## src/rtl/trees_acc_host_ctrl.sv

```systemverilog
// Host-side controller for the trees accelerator: streams tree nodes and feature
// words into the accelerator, launches a burst and returns packed 8-bit predictions.
module trees_acc_host_ctrl #(
  parameter int unsigned N_TREES          = 128,
  parameter int unsigned N_NODE_AND_LEAFS = 256,
  parameter int unsigned MAX_BURST        = 54,
  parameter int unsigned TREES_LEN_BITS   = $clog2(N_NODE_AND_LEAFS),
  parameter int unsigned TREE_IDX_BITS    = $clog2(N_TREES),
  parameter int unsigned MAX_BURST_BITS   = $clog2(MAX_BURST)
) (
  input  logic                      clk,
  input  logic                      rst,
  input  logic                      cmd_valid,
  output logic                      cmd_ready,
  input  logic                      cmd_op,
  input  logic [MAX_BURST_BITS-1:0] cmd_burst_len,
  input  logic                      in_valid,
  output logic                      in_ready,
  input  logic [63:0]               in_data,
  output logic                      out_valid,
  input  logic                      out_ready,
  output logic [63:0]               out_data,
  output logic                      out_last,
  output logic                      busy,
  output logic                      acc_load_trees,
  output logic [TREES_LEN_BITS-1:0] acc_n_node,
  output logic [TREE_IDX_BITS-1:0]  acc_n_tree,
  output logic [63:0]               acc_tree_nodes,
  output logic                      acc_load_features,
  output logic [31:0]               acc_feature_addr,
  output logic [63:0]               acc_features2,
  output logic [MAX_BURST_BITS-1:0] acc_burst_len,
  output logic                      acc_start,
  input  logic                      acc_done,
  output logic [MAX_BURST_BITS-1:0] acc_prediction_addr,
  input  logic [63:0]               acc_prediction
);

  // 16 feature words per sample
  localparam int unsigned FEAT_BITS = MAX_BURST_BITS + 4;

  typedef enum logic [2:0] {
    IDLE, LOAD_TREES, LOAD_FEAT, START, WAIT_DONE, RD_ADDR, RD_CAP, OUT_HOLD
  } state_t;

  state_t                    state;
  logic [MAX_BURST_BITS-1:0] len;
  logic [MAX_BURST_BITS-1:0] clamp_len;
  logic [MAX_BURST_BITS-1:0] last_k;
  logic [FEAT_BITS-1:0]      feat_cnt;
  logic [FEAT_BITS-1:0]      feat_last;
  logic                      node_last;
  logic                      tree_last;
  logic                      in_fire;

  assign clamp_len = (cmd_burst_len > MAX_BURST_BITS'(MAX_BURST)) ?
                     MAX_BURST_BITS'(MAX_BURST) : cmd_burst_len;
  assign feat_last = {len, 4'b0000} - FEAT_BITS'(1);
  assign last_k    = (len - MAX_BURST_BITS'(1)) >> 3;
  assign node_last = (acc_n_node == TREES_LEN_BITS'(N_NODE_AND_LEAFS - 1));
  assign tree_last = (acc_n_tree == TREE_IDX_BITS'(N_TREES - 1));
  assign in_fire   = in_valid & in_ready;

  // Write strobes fire only in the handshake cycle so a stalled source writes nothing
  assign acc_load_trees    = in_fire & (state == LOAD_TREES);
  assign acc_load_features = in_fire & (state == LOAD_FEAT);
  assign acc_tree_nodes    = acc_load_trees ? in_data : 64'd0;
  assign acc_features2     = acc_load_features ? in_data : 64'd0;
  assign acc_feature_addr  = 32'(feat_cnt);

  always_ff @(posedge clk or posedge rst) begin
    if (rst) begin
      state               <= IDLE;
      len                 <= '0;
      feat_cnt            <= '0;
      cmd_ready           <= 1'b1;
      in_ready            <= 1'b0;
      busy                <= 1'b0;
      out_valid           <= 1'b0;
      out_data            <= 64'd0;
      out_last            <= 1'b0;
      acc_n_node          <= '0;
      acc_n_tree          <= '0;
      acc_burst_len       <= '0;
      acc_start           <= 1'b0;
      acc_prediction_addr <= '0;
    end else begin
      case (state)
        IDLE: begin
          if (cmd_valid && cmd_ready) begin
            if (!cmd_op) begin
              state      <= LOAD_TREES;
              cmd_ready  <= 1'b0;
              in_ready   <= 1'b1;
              busy       <= 1'b1;
              acc_n_node <= '0;
              acc_n_tree <= '0;
            end else if (clamp_len != '0) begin
              state     <= LOAD_FEAT;
              len       <= clamp_len;
              feat_cnt  <= '0;
              cmd_ready <= 1'b0;
              in_ready  <= 1'b1;
              busy      <= 1'b1;
            end
          end
        end
        LOAD_TREES: begin
          if (in_valid) begin
            if (node_last && tree_last) begin
              state      <= IDLE;
              in_ready   <= 1'b0;
              busy       <= 1'b0;
              cmd_ready  <= 1'b1;
              acc_n_node <= '0;
              acc_n_tree <= '0;
            end else if (node_last) begin
              acc_n_node <= '0;
              acc_n_tree <= acc_n_tree + TREE_IDX_BITS'(1);
            end else begin
              acc_n_node <= acc_n_node + TREES_LEN_BITS'(1);
            end
          end
        end
        LOAD_FEAT: begin
          if (in_valid) begin
            if (feat_cnt == feat_last) begin
              // acc_start is visible during START so acc_done is only sampled afterwards
              state         <= START;
              in_ready      <= 1'b0;
              feat_cnt      <= '0;
              acc_start     <= 1'b1;
              acc_burst_len <= len;
            end else begin
              feat_cnt <= feat_cnt + FEAT_BITS'(1);
            end
          end
        end
        START: begin
          acc_start <= 1'b0;
          state     <= WAIT_DONE;
        end
        WAIT_DONE: begin
          if (acc_done) begin
            acc_prediction_addr <= '0;
            state               <= RD_ADDR;
          end
        end
        RD_ADDR: state <= RD_CAP;
        RD_CAP: begin
          out_data  <= acc_prediction;
          out_valid <= 1'b1;
          out_last  <= (acc_prediction_addr == last_k);
          state     <= OUT_HOLD;
        end
        OUT_HOLD: begin
          if (out_ready) begin
            out_valid <= 1'b0;
            out_last  <= 1'b0;
            if (out_last) begin
              state               <= IDLE;
              busy                <= 1'b0;
              cmd_ready           <= 1'b1;
              acc_burst_len       <= '0;
              acc_prediction_addr <= '0;
            end else begin
              acc_prediction_addr <= acc_prediction_addr + MAX_BURST_BITS'(1);
              state               <= RD_ADDR;
            end
          end
        end
        default: state <= IDLE;
      endcase
    end
  end

endmodule

```

## config.mk

```make
export PLATFORM = sky130hd
export DESIGN_NAME = trees_acc_host_ctrl
export DESIGN_NICKNAME = d
export VERILOG_FILES = /design/src/rtl/trees_acc_host_ctrl.sv
export SDC_FILE = /design/constraint.sdc
export NUM_CORES = 1
export LEC_CHECK = 0
export ABC_CLOCK_PERIOD_IN_PS = 5100
export CAP_MARGIN = 20
export CORE_AREA = 2 2 154 156
export CTS_BUF_LIST = sky130_fd_sc_hd__clkbuf_8
export DETAILED_ROUTE_END_ITERATION = 8
export DIE_AREA = 0 0 156 158
export GPL_ROUTABILITY_DRIVEN = 0
export GPL_TIMING_DRIVEN = 0
export REMOVE_ABC_BUFFERS = 1
export SLEW_MARGIN = 40
export SYNTH_ARGS = -nofsm -noshare
export SYNTH_HDL_FRONTEND = slang
export SYNTH_SLANG_ARGS = --single-unit
```

## constraint.sdc

```tcl
create_clock -name clk -period 5.1 [get_ports clk]
set_input_delay 0.765 -clock clk [delete_from_list [all_inputs] [get_ports clk]]
set_output_delay 0.765 -clock clk [all_outputs]
set_load 0.01 [all_outputs]
```

After elaboration in Yosys (flattened, before gate mapping)

Index checks and enable logic that the tools add are counted.

Add/sub/neg operators: 6
$lt $le $gt $ge: 1
Eq/ne operators: 24
Multiplexer cells: 66
Bitwise operators: 3
Reductions and logical operators: 23

Operators with widths:

| cell                    | number |
|---|---|
| $mux W64                | 2 |
| $mux W10                | 5 |
| $mux W6                 | 8 |
| $mux W8                 | 5 |
| $mux W7                 | 5 |
| $mux W3                 | 10 |
| $pmux W3 S8             | 1 |
| $pmux W6 S2             | 2 |
| $pmux W10 S2            | 1 |
| $mux W1                 | 19 |
| $ne A2 B2 Y1 const B    | 9 |
| $pmux W8 S2             | 1 |
| $reduce_and A5 Y1       | 3 |
| $pmux W7 S2             | 1 |
| $reduce_and A7 Y1       | 2 |
| $eq A3 B3 Y1 const B    | 4 |
| $reduce_bool A2 Y1      | 6 |
| $add A10 B1 Y10 const B | 1 |
| $eq A10 B10 Y1          | 1 |
| $sub A10 B1 Y10 const B | 1 |
| $pmux W1 S3             | 3 |
| $add A8 B1 Y8 const B   | 1 |
| $eq A8 B8 Y1 const B    | 1 |
| $reduce_and A4 Y1       | 2 |
| 20 further kinds        | 29 |

Register bits: 116
Output and inout bits: 259

Longest topological paths before layout

Gate-level depths: netlist of run 1.

Word-level depth: 7
Depth in mapped cells: 7
Gate-level depth less buffers: 7

Worst setup path after synthesis of run 1

Ideal clock, no wire load.

Path kind: in2out
Start point: input in_valid
End point: output acc_features2[10]
Arrival time: 1977 ps
Data required time: 4335 ps
Path slack: 2358 ps
Stages: 6
Buffers on the path: 3
Cell sequence: clkbuf_1 -> inv_1 -> nor3_1 -> clkbuf_1 -> clkbuf_1 -> and2_1

Longest elaborated chain between the ends: 3

RTL lines:

| element       | line | source |
|---|---|---|
| from (decl)   | 17   | `input logic in_valid,` |
| $and A1 B1 Y1 | 62   | `assign in_fire = in_valid & in_ready;` |
| $and A1 B1 Y1 | 66   | `assign acc_load_features = in_fire & (state == LOAD_FEAT);` |
| $mux W64      | 68   | `assign acc_features2 = acc_load_features ? in_data : 64'd0;` |
| to (decl)     | 31   | `output logic [63:0] acc_features2,` |

Every way passes these cells.

Final worst setup path of run 1

Start point: input in_valid
End point: output acc_features2[56]

Same word-level chain as after synthesis.

==> results_dict.tcl, run 1 <==
set metrics [dict create \
    timing.final.crit_period_ns 4.16 \
    worst-endpoint-arrival_ns 3.39 \
    average_vias_per_placed_instance 4.52 \
    grt_pass1_vias 5944 \
    synth_cell_type_count 66 \
    dieHeight_um 158 \
    antenna_found_initial 2 \
    hp-class "reg -> reg" \
    worstHoldStart "out_valid" \
    ys_dominant_reg_cell "dfrtp_1" \
    cap_violations 0 \
    detail_route.wl_per_cell_um 17.8 \
    timing_hold_violations_final 0 \
    area_used_by_multi_input_combinational_logic_um2 3280 \
    async_flop_share_pct 100 \
    synth-seq-cells 116 \
    hpwlAfterDp_um 18200 \
    cts_resized 0 \
    placement_rows 56 \
    grt.overflow.total 0 \
    synth_area_leaders "dfrtp_1 (45%), and2_1 (13%), mux2_2 (11%), o21ai_0 (2.8%), buf_4 (2.6%)" \
    syn_avg_cell_area_um2 10.2 \
    yosys.area.top_type "dfrtp_1" \
    layout-drive-gt1-share_pct 12.8 \
    timing.clock.skew_ns 0.0147 \
    synth.most_common_cell "and2_1" \
    effective_utilization_at_floorplan_pct 27.9 \
    ctsRootBufferMaster "clkbuf_8" \
    synthSimpleGateAreaFrac_pct 23.7 \
    clkLatencyLatePin_ns 0.44 \
    tritoncts.num_buffers 17 \
    synthesis.instances 630 \
    setup.worst_path.start "in_valid" \
    peakVddDrop_v 0.000238 \
    timing_worst_setup_path_type "in -> out" \
    rsz0062_at_grt "false" \
    clock_sink_count 116 \
    top_level_ports 400 \
    crit_path_max_fanout 14 \
    pwr_density_cell_nw_per_um2 391 \
    synth_edf_count 0 \
    tritoncts "yes" \
    timing_worst_slew_pin_value_ns 0.647 \
    vias 5904 \
    die_x_um 156 \
    fin_cells 1307 \
    yosys.area_share.adder_pct 0.972 \
    endpoint_kind "output port" \
    total_instance_count_after_detailed_placement 1274 \
    required_ns 4.34 \
    final_hold_slack_ns 0.495 \
    critPathLaunchType "primary input" \
    fin_crit_sh_pct 81.5 \
    max_slew_violation_total_from_the_final_report 0 \
    synthMuxAreaShare_pct 12.6 \
    fmax_mhz 240 \
    max-slew-margin-rel_pct 56.8 \
    cts_setup_buffers 0 \
    first_pass_grt_wire_length_um 34300 \
    final_antenna_net_count 0 \
    post-route-worst-setup-slack_ns 0.942 \
    io_buffer_count 377 \
    preCtsSetupSlack_ns 0.887 \
    flow.area_growth_from_synthesis_pct 71.1 \
    dr.first_iter.drc_count 212 \
    r2r_start "state[1]" \
    synth_top_family_by_area "simple AND/OR/NAND/NOR gates" \
    cts-hold-fix-buffers 0 \
    grt_start_max_net_pins 71 \
    synth-compound-area-share_pct 9.06 \
    yosys-top-cells-count "and2_1 (133), dfrtp_1 (115), mux2_2 (65)" \
    setup_viol 0 \
    die-area_um2 24600 \
    seq_area_um2 2900 \
    p_leak_nw 4.57 \
    cts-root-to-sink-buffers 2 \
    run_status "finished, final reports clean" \
    synthDominantCellAreaShare_pct 44.7 \
    yosys_warnings 0 \
    synth-xor-area-share_pct 3.01 \
    fillCellCount 2141 \
    drt_pre_antenna_iters 4 \
    clock_pin_slew_reported_for_the_worst_setup_and_hold_paths_after_clock_tree_synthesis_ns 0.06 \
    cts_htree_levels 4 \
    core-area_um2 23100 \
    synth_sequential_area_ratio_pct 45.1 \
    drc_errors 0 \
    syn-cell-area_um2 6430 \
    routed_wl_um 23200 \
    nets 1149 \
    track_usage_pct 18.2 \
]
[critical path, cell delays in order]
cell and delay (ns):
clkdlybuf4s50_1 0.71, inv_1 0.23, nor3_2 0.33, buf_2 0.29, buf_2 0.22, buf_4 0.17
and2_1 0.13, clkdlybuf4s50_1 0.55
[cell families after synthesis]
kind of cell / count (synthesis)
simple gates: 260
flops: 116
compound gates: 89
mux: 73
buf+inv: 67
xor+xnor: 19
fa+ha+maj: 5
other cells: 1
[state kept, by name, summed over array words and instances, names as in the netlist, 3 cells and up]
signal	count
out_data	64
acc_n_node	8
acc_n_tree	7
acc_burst_len	6
len	6
state	3
acc_prediction_addr	6
feat_cnt	10
[per-stage QoR]
stage	area, µm²	setup TNS, ns	util [%]	power (mW)
6_report	11000	0	47.8	4.30
5_1_grt	11000	0	47.8	4.56
4_1_cts	11000	0	47.7	4.37
3_5_place_dp	10500	0	45.6	3.29
3_3_place_gp	10300	-311.71	44.9	3.29
2_1_floorplan	6210	0	-	2.32
[worst paths after layout]
kind | to | slack (ns) | cells past startpoint
setup / recovery | acc_features2[56] | 0.94 | 8
hold / removal | out_valid | 0.50 | 2
setup reg to reg | busy | 2.73 | 5
hold reg to reg | out_valid | 0.50 | 2
max in group asynchronous | cmd_ready | 3.69 | 3
min in group asynchronous | out_data[53] | 0.71 | 2
[layer usage]
metal / global-route usage (%) / wire length (µm)
met5: 0 / 0
met4: 5.16 / 299
met3: 7.86 / 2420
met2: 32.8 / 11600
met1: 19.5 / 8880
[power by group]
group	internal [mW]	switching [mW]
Clock	0.693	0.368
Combinational	1.06	0.708
Sequential	1.25	0.226
[placed cells by master (no fill, tap or decap), types with 3 or more instances in the layout]
master,n
a21o_1,3
a21oi_1,8
a31oi_1,5
and2_1,133
and3_1,12
buf_2,4
bufinv_16,6
clkbuf_8,22
clkdlybuf4s50_1,377
conb_1,22
dfrtp_1,115
ha_1,5
inv_1,12
mux2_2,65
mux2i_1,7
nand2_1,38
nand2b_1,5
nand3_1,15
nand4_1,4
nor2_1,20
nor3_1,5
o211ai_1,5
o21ai_0,36
o31ai_1,10
xnor2_1,9
xor2_1,8
[cell type report]
type | instances | share of cell area, %
repair buffers | 387 | 35.4
clock buffers | 22 | 2.75
inverters | 13 | 0.511
diodes | 2 | 0.0455
clock inverters | 9 | 1.80
well taps | 290 | 3.30
flip-flops and latches | 116 | 26.4
multi-input cells | 468 | 29.8
Power figures use the tool's default switching activity.
==> inputs of run 2 (changes only) <==
--- a/config.mk
+++ b/config.mk
@@ -5,7 +5,7 @@
 export SDC_FILE = /design/constraint.sdc
 export NUM_CORES = 1
 export LEC_CHECK = 0
-export ABC_CLOCK_PERIOD_IN_PS = 5100
+export ABC_CLOCK_PERIOD_IN_PS = 4100
 export CAP_MARGIN = 20
 export CORE_AREA = 2 2 154 156
 export CTS_BUF_LIST = sky130_fd_sc_hd__clkbuf_8
==> constraint.sdc (replaced) <==
create_clock -name clk -period 4.1 [get_ports clk]
set_input_delay 0.615 -clock clk [delete_from_list [all_inputs] [get_ports clk]]
set_output_delay 0.615 -clock clk [all_outputs]
set_load 0.01 [all_outputs]
==> run 2 against run 1 <==
  * Count of clock-buffer cells in the layout did not move
  * Register-to-register slack lost 1.0 ns
  * Global-route usage did not move
  * Non-clock buffer count unchanged
  * Clock power is 25% higher
  * Hold slack unchanged
  * Die area is the same
  * Setup slack lost 0.66 ns
==> results_dict.tcl, run 2 (synthesis results as in run 1) <==
set metrics [dict create \
    timing.clock.skew_ns 0.0147 \
    timing_hold_violations_final 0 \
    cap_violations 0 \
    routed_wl_um 23200 \
    swShare_pct 30.3 \
    pwr_density_cell_nw_per_um2 486 \
    dpl-instance-area_um2 10500 \
    critPathLaunchType "flip-flop" \
    stdcell_area_um2 11000 \
    vias 5904 \
    cts_setup_buffers 0 \
    power.share.sequential_pct 34.3 \
    run_status "finished, final reports clean" \
    largest_register_ffs 64 \
    fmax_mhz 262 \
    first_pass_grt_wire_length_um 34300 \
    worst-endpoint-arrival_ns 3.20 \
    power.share.clock_pct 24.7 \
    final_antenna_net_count 0 \
    grt.overflow.total 0 \
    post-route-worst-setup-slack_ns 0.283 \
    timing.final.crit_period_ns 3.82 \
    die-area_um2 24600 \
    peakVddDrop_v 0.000296 \
    cts-root-to-sink-buffers 2 \
    antenna_found_initial 2 \
    cts_htree_levels 4 \
    mostFrequentLayoutCells "clkdlybuf4s50_1 (376), and2_1 (133), dfrtp_1 (115), mux2_2 (65), nand2_1 (38)" \
    dr.first_iter.drc_count 212 \
    drt_pre_antenna_iters 4 \
    setup_viol 0 \
    most_common_cell_after_layout_fill_and_taps_aside "clkdlybuf4s50_1" \
    grt_start_max_net_pins 71 \
    ctsRootBufferMaster "clkbuf_8" \
    placement_rows 56 \
    rsz0062_at_grt "false" \
    average_vias_per_placed_instance 4.52 \
    effective_utilization_at_floorplan_pct 27.9 \
    grt_pass1_vias 5944 \
    timing_worst_setup_path_type "reg -> out" \
    max_slew_violation_total_from_the_final_report 0 \
    preCtsSetupSlack_ns 0.187 \
    layout_top_registers "out_data (64), feat_cnt (10), acc_n_node (8)" \
    cts-hold-fix-buffers 0 \
    die_x_um 156 \
    cts_resized 0 \
    required_ns 3.48 \
    dieHeight_um 158 \
    timing_worst_slew_pin_value_ns 0.647 \
    drc_errors 0 \
    clock_sink_count 116 \
    internal_power_mw 3.73 \
    endpoint_kind "output port" \
    max_flop_register "out_data" \
    fin_crit_sh_pct 93.1 \
    share_comb_of_total_power_pct 41.1 \
    top_level_ports 400 \
    clock_pin_slew_reported_for_the_worst_setup_and_hold_paths_after_clock_tree_synthesis_ns 0.06 \
    hp-class "reg -> reg" \
    detail_route.wl_per_cell_um 17.8 \
    clkLatencyLatePin_ns 0.44 \
    hpwlAfterDp_um 18200 \
    core-area_um2 23100 \
    flow.area_growth_from_synthesis_pct 71.1 \
    tritoncts.num_buffers 17 \
    p_leak_nw 4.57 \
    max-slew-margin-rel_pct 56.8 \
    tritoncts "yes" \
    nets 1149 \
    io_buffer_count 377 \
    track_usage_pct 18.2 \
    switching_power_mw 1.62 \
    layout-drive-gt1-share_pct 12.9 \
    crit_path_max_fanout 34 \
]
-- run 2: cell types whose count changed in the layout (fill, tap and decap cells not counted), sizes merged --
| cell | change |
|---|---|
| clkdlybuf4s50 | -1 |
| dlymetal6s2s | +1 |
-- run 2: critical path, cell delays in order (launching register included) --
cell	delay, ns
dfrtp_1	0.64
nor3b_2	0.57
nand2_1	0.26
nor2_4	0.18
buf_16	0.18
buf_8	0.20
and2_1	0.15
clkdlybuf4s50_1	0.55
-- run 2: power by group through the flow --
stage | registers [mW] | logic, mW | clock network, mW
3_3_place_gp | 1.84 | 2.25 | 0
5_1_grt | 1.89 | 2.38 | 1.40
4_1_cts | 1.84 | 2.24 | 1.36
3_5_place_dp | 1.86 | 2.24 | 0
2_1_floorplan | 2.00 | 0.879 | 0
6_report | 1.83 | 2.20 | 1.32
-- run 2: stage by stage --
stage               hold WS (ns)  instances  total power [mW]  util [%]  setup TNS (ns)
global placement           0.462       1264              4.09      44.9         -500.77
CTS                        0.504       1305              5.43      47.7               0
detailed placement         0.490       1274              4.09      45.6               0
finish                     0.495       1307              5.35      47.8               0
global route               0.512       1307              5.67      47.8               0
floorplan                  0.502        597              2.88         -               0
-- run 2: final timing paths --
check	to	cells after the start	from	slack [ns]
min reg2reg	out_valid	2	out_valid	0.50
max in group asynchronous	cmd_ready	3	rst	2.84
max	acc_tree_nodes[55]	7	state[0]	0.28
min	out_valid	2	out_valid	0.50
max reg2reg	busy	5	state[1]	1.73
min in group asynchronous	out_data[53]	2	rst	0.56
-- run 2: area by class of cell --
| type | instances | area (µm²) |
|---|---|---|
| Tap cell | 290 | 363 |
| Multi-Input combinational cell | 468 | 3280 |
| Antenna cell | 2 | 5.00 |
| Clock buffer | 22 | 303 |
| Fill cell | 2141 | 12000 |
| Clock inverter | 9 | 198 |
| Inverter | 13 | 56.3 |
| Sequential cell | 116 | 2900 |
| Timing Repair Buffer | 387 | 3900 |
-- run 2: layer usage --
metal	track usage [%]	routed length, µm	up-vias
met5	0	0	-
met4	5.16	299	0
met3	7.86	2420	17
met2	32.8	11600	263
met1	19.5	8880	2759
li1	-	-	2865
==> edit 1 (flow settings as in run 1) <==
Put one more register stage on the output `acc_prediction_addr`, cleared by the reset. The value now appears one clock later. The other outputs are not delayed to match.
--- a/src/rtl/trees_acc_host_ctrl.sv
+++ b/src/rtl/trees_acc_host_ctrl.sv
@@ -44,4 +44,6 @@
   } state_t;
 
+  logic [MAX_BURST_BITS-1:0] acc_prediction_addr_s0;
+
   state_t                    state;
   logic [MAX_BURST_BITS-1:0] len;
@@ -84,5 +86,5 @@
       acc_burst_len       <= '0;
       acc_start           <= 1'b0;
-      acc_prediction_addr <= '0;
+      acc_prediction_addr_s0 <= '0;
     end else begin
       case (state)
@@ -143,5 +145,5 @@
         WAIT_DONE: begin
           if (acc_done) begin
-            acc_prediction_addr <= '0;
+            acc_prediction_addr_s0 <= '0;
             state               <= RD_ADDR;
           end
@@ -151,5 +153,5 @@
           out_data  <= acc_prediction;
           out_valid <= 1'b1;
-          out_last  <= (acc_prediction_addr == last_k);
+          out_last  <= (acc_prediction_addr_s0 == last_k);
           state     <= OUT_HOLD;
         end
@@ -163,7 +165,7 @@
               cmd_ready           <= 1'b1;
               acc_burst_len       <= '0;
-              acc_prediction_addr <= '0;
+              acc_prediction_addr_s0 <= '0;
             end else begin
-              acc_prediction_addr <= acc_prediction_addr + MAX_BURST_BITS'(1);
+              acc_prediction_addr_s0 <= acc_prediction_addr_s0 + MAX_BURST_BITS'(1);
               state               <= RD_ADDR;
             end
@@ -175,4 +177,12 @@
   end
 
+  always_ff @(posedge clk or posedge rst) begin
+    if (rst) begin
+      acc_prediction_addr <= '0;
+    end else begin
+      acc_prediction_addr <= acc_prediction_addr_s0;
+    end
+  end
+
 endmodule
 
Formal check against the unedited RTL: no difference found for any inputs over 4 cycles, from zero or initial values and one cycle with rst high; that may be too few to reach the edited logic, so the function may still have changed.
==> edit 1 against run 1 <==
Wire length decreased by 7.9%. Final area decreased by 1.6%. Area after synthesis decreased by 0.12%. Critical path depth decreased by 2. Via count decreased by 3.6%. Total power decreased by 1.3%. Setup slack improved by 410 ps. Sequential cell count increased by 6.
==> edit 1: results (changes against run 1) <==
worst setup margin 1350 ps (was 941.7 ps); gr usage total 0.1660 (was 0.1820); via density per instance 4.386 (was 4.517); ranking of synthesized cells by area dfrtp_1, and2_1, mux2_2, buf_4, o21ai_0 (was dfrtp_1, and2_1, mux2_2, o21ai_0, buf_4); xor/xnor cell area share of the yosys netlist 0.02862 (was 0.03014); Final nets 1139 (was 1149); 1st-iter DRT viols 290 (was 212); slowest cell delay on critical path 650 ps (was 710 ps); clock-pin slew on the worst setup and hold paths 80 ps (was 60 ps); status completed (unchanged); flop2flop setup slack 2280 ps (was 2730 ps); Arr. time, crit path 2980 ps (was 3390 ps); synth unique cells 53 (was 66); skew final 15.10 ps (was 14.69 ps); complex-gate fraction of the synthesized area 0.07592 (was 0.09061); Syn Inst Count 627 (was 630); wire length of the first global-routing pass 31730 um (was 34350 um); post-synthesis mux area share 0.1248 (was 0.1264); Critical-path top delay cell dfrtp_1 (was clkdlybuf4s50_1); Seq/Total Area, Yosys 0.4752 (was 0.4513); pre-CTS setup slack 1468 ps (was 887.0 ps); DP Cell Count 1264 (was 1274); Least-Margin Pin Slew 823.1 ps (was 647.5 ps); share of layout cells above drive strength 1 0.1113 (was 0.1281); Post-synth top cells and2_1, dfrtp_1, mux2_2 (unchanged); largest net degree at the start of global routing 69 (was 71); WL/cell 16.47 um (was 17.76 um)
edit 1: per-stage QoR:
stage          utilization  hold slack (ps)  instance area, um2  total power (uW)
2_1_floorplan            -            412.6                6198              2463
6_report            0.4698            473.3               10830              4246
3_5_place_dp        0.4526            442.9               10430              3422
4_1_cts             0.4697            462.6               10830              4312
5_1_grt             0.4697            477.4               10830              4509
3_3_place_gp        0.4483            433.1               10330              3456
edit 1: per-layer routing:
metal  up-vias  GRT usage  routed length (um)
li1       2811          -                   -
met1      2692     0.2136                9210
met2       173     0.2781               10620
met3        13    0.04079                1325
met4         0    0.04718                 209
met5         -          0                   0
edit 1: cell families after synthesis:
group,Yosys count
other,1
XOR/XNOR,21
AND/OR/NAND/NOR,263
AO/OA/AOI/OAI,76
flip-flops,122
adder cells (fa/ha/maj),5
buffers and inverters,67
multiplexers,72
edit 1: power breakdown:
group          internal (uW)  switching [uW]  leakage, uW  total [uW]
Combinational           1090             724      0.00273        1810
Clock                    447             418     0.000183         865
Sequential              1320             247      0.00150        1570
edit 1: cell type report:
class	instances	area [um2]
antenna	1	2.502
sequential	122	3054
multi-input combinational	459	3118
inverter	13	56.30
timing repair buffer	380	3841
clock buffer	18	247.7
fill	2186	12220
tap	290	362.8
clock inverter	14	146.4
edit 1: worst paths after layout:
check                                     startpoint  cells past startpoint                endpoint
setup / recovery                            state[0]                      6      acc_tree_nodes[32]
hold / removal             acc_prediction_addr_s0[5]                      0  acc_prediction_addr[5]
setup reg to reg                              len[0]                      8        acc_burst_len[3]
hold reg to reg            acc_prediction_addr_s0[5]                      0  acc_prediction_addr[5]
max in group asynchronous                        rst                      3            out_data[25]
min in group asynchronous                        rst                      2            out_data[41]
==> edit 2 (config.mk and constraints of run 1) <==
Without the edit above. The parameter `N_NODE_AND_LEAFS` goes from 256 to 512.
--- a/src/rtl/trees_acc_host_ctrl.sv
+++ b/src/rtl/trees_acc_host_ctrl.sv
@@ -3,5 +3,5 @@
 module trees_acc_host_ctrl #(
   parameter int unsigned N_TREES          = 128,
-  parameter int unsigned N_NODE_AND_LEAFS = 256,
+  parameter int unsigned N_NODE_AND_LEAFS = 512,
   parameter int unsigned MAX_BURST        = 54,
   parameter int unsigned TREES_LEN_BITS   = $clog2(N_NODE_AND_LEAFS),
Interface: changed (resized acc_n_node); port bits go from 400 to 401. The function was not compared with the original's and may differ.
==> edit 2 against run 1 <==
Combinational power increased by 20%. Synthesized cell count increased by 0.32%. Count of clock-buffer cells in the layout decreased by 5. Fmax increased by 7.2%. Area after synthesis decreased by 1.6%. Sequential share of layout area increased by 0.58 points. Final area decreased by 1.3%. Setup slack improved by 280 ps. Utilization decreased by 0.62 points. Largest power group unchanged. Total power increased by 9.0%. Sequential cell count increased by 1. Largest cell class unchanged. Critical path type is now reg -> out. Wire length increased by 2.7%.
==> edit 2: results (changes against run 1) <==
gr usage total 0.1884 (was 0.1820); maximum vdd drop 0.1764 mV (was 0.2379 mV); IO Port Bufs 378 (was 377); final core utilization 0.4714 (was 0.4776); H-Tree Depth 4 (unchanged); Post-synth top cells and2_1, dfrtp_1, mux2_2 (unchanged); vias in the first global route 5980 (was 5944); R2R depth 8 (was 5); crit-path max FO 33 (was 14); static leakage 0.004429 uW (was 0.004566 uW); status completed (unchanged); biggest regs out_data (64), feat_cnt (10), acc_n_node (9) (was out_data (64), feat_cnt (10), acc_n_node (8)); wire length of the first global-routing pass 35200 um (was 34350 um); setup violators final 0 (unchanged); skew final 14.00 ps (was 14.69 ps); Async SR Flop Fraction 1.000 (unchanged); WL/cell 18.26 um (was 17.76 um); Critical-path top delay cell dfrtp_1 (was clkdlybuf4s50_1); synth unique cells 55 (was 66); slowest cell delay on critical path 580 ps (was 710 ps); share of layout cells above drive strength 1 0.1185 (was 0.1281); clock buffer count from CTS 17 (unchanged); Final nets 1148 (was 1149); via density per instance 4.531 (was 4.517); 1st-iter DRT viols 188 (was 212); post-CTS setup buffer count 0 (unchanged); flop2flop setup slack 2670 ps (was 2730 ps); final wirelength 23850 um (was 23210 um); R2R Path End feat_cnt[2] (was busy); antenna violations before repair 3 (was 2); Fin Hold WS 474.6 ps (was 495.2 ps); ranking of synthesized cells by area dfrtp_1, and2_1, mux2_2, nand2_1, buf_4 (was dfrtp_1, and2_1, mux2_2, o21ai_0, buf_4); DP Cell Count 1272 (was 1274); Arr. time, crit path 3110 ps (was 3390 ps); Rel. slew slack 0.5339 (was 0.5683); post-DP HPWL 18690 um (was 18220 um); DRT antenna net count 0 (unchanged); Post-Place Cell Area 10400 um2 (was 10500 um2); r2r startpoint len[0] (was state[1]); Hold Path Cell Cnt 2 (unchanged); Syn Inst Count 632 (was 630); CTS Root Buffer Type clkbuf_8 (unchanged); largest net degree at the start of global routing 61 (was 71); Seq/Total Area, Yosys 0.4626 (was 0.4513)
-- edit 2: cell types whose count changed in the layout (fill, tap and decap cells not counted), moves of 4 or more --
cell | before | now
a31oi_1 | 5 | 9
and3_1 | 12 | 6
buf_2 | 4 | 0
clkbuf_8 | 22 | 17
mux2i_1 | 7 | 1
nand2_1 | 38 | 57
nor2_1 | 20 | 30
o211ai_1 | 5 | 0
o21ai_0 | 36 | 25
-- edit 2: kinds of logic (layout without fill, tap and decap cells) --
family,after synthesis,count (layout),share of synthesized area
and+or+nand+nor,276,276,0.2409
DFF,117,117,0.4626
xor gates and xnor gates,23,23,0.03438
muxes,65,65,0.1154
adders and majority gates,6,6,0.01186
buffers and inverters,65,425,0.05414
other,1,25,0.0005922
AOI/OAI and AO/OA,79,79,0.08022
-- edit 2: worst max-delay path: cells and delay by family (launching register included) --
kind,cells,cell delay (ps)
buffers and inverters,3,980
flip-flops,1,580
AND/OR/NAND/NOR,4,1110
-- edit 2: report_power, final --
part	switching (uW)	leakage [uW]	internal (uW)
clock network	407	0.000219	584
registers	286	0.00144	1280
logic	855	0.00277	1280
total	1550	0.00443	3140
-- edit 2: cell type report --
cell class              count  area, um2
diodes                      3      7.507
clock buffers              17      234.0
clock inverters            14      225.2
fillers                  2176      12190
inverters                  10      45.04
multi-input cells         471       3172
flip-flops and latches    117       2929
well taps                 290      362.8
repair buffers            384       3891
-- edit 2: per-layer routing --
metal / routed length [um] / GRT usage / part of all wire / vias to the layer above
met3: 2101 / 0.06871 / 0.088 / 18
met5: 0 / 0 / 0 / -
met2: 12350 / 0.3405 / 0.52 / 271
met4: 281 / 0.05941 / 0.012 / 0
met1: 9120 / 0.2059 / 0.38 / 2796
li1: - / - / - / 2832
-- edit 2: worst max path at each step --
stage / start / to / slack (ps)
2_1_floorplan: rst / acc_burst_len[0] / 1240
6_report: state[0] / acc_features2[29] / 1220
3_5_place_dp: in_valid / acc_features2[57] / 1460
3_3_place_gp: rst / out_data[19] / -810
5_1_grt: state[0] / acc_features2[17] / 1000
4_1_cts: state[0] / acc_features2[17] / 1170
-- edit 2: through the flow --
stage	setup slack (ps)	total power (uW)	TNS [ps]
after global routing	999.8	5004	0
after CTS	1171	4767	0
after global placement	-812.7	3716	-150240
final	1222	4689	0
after detailed placement	1456	3750	0
after floorplan	1236	2612	0
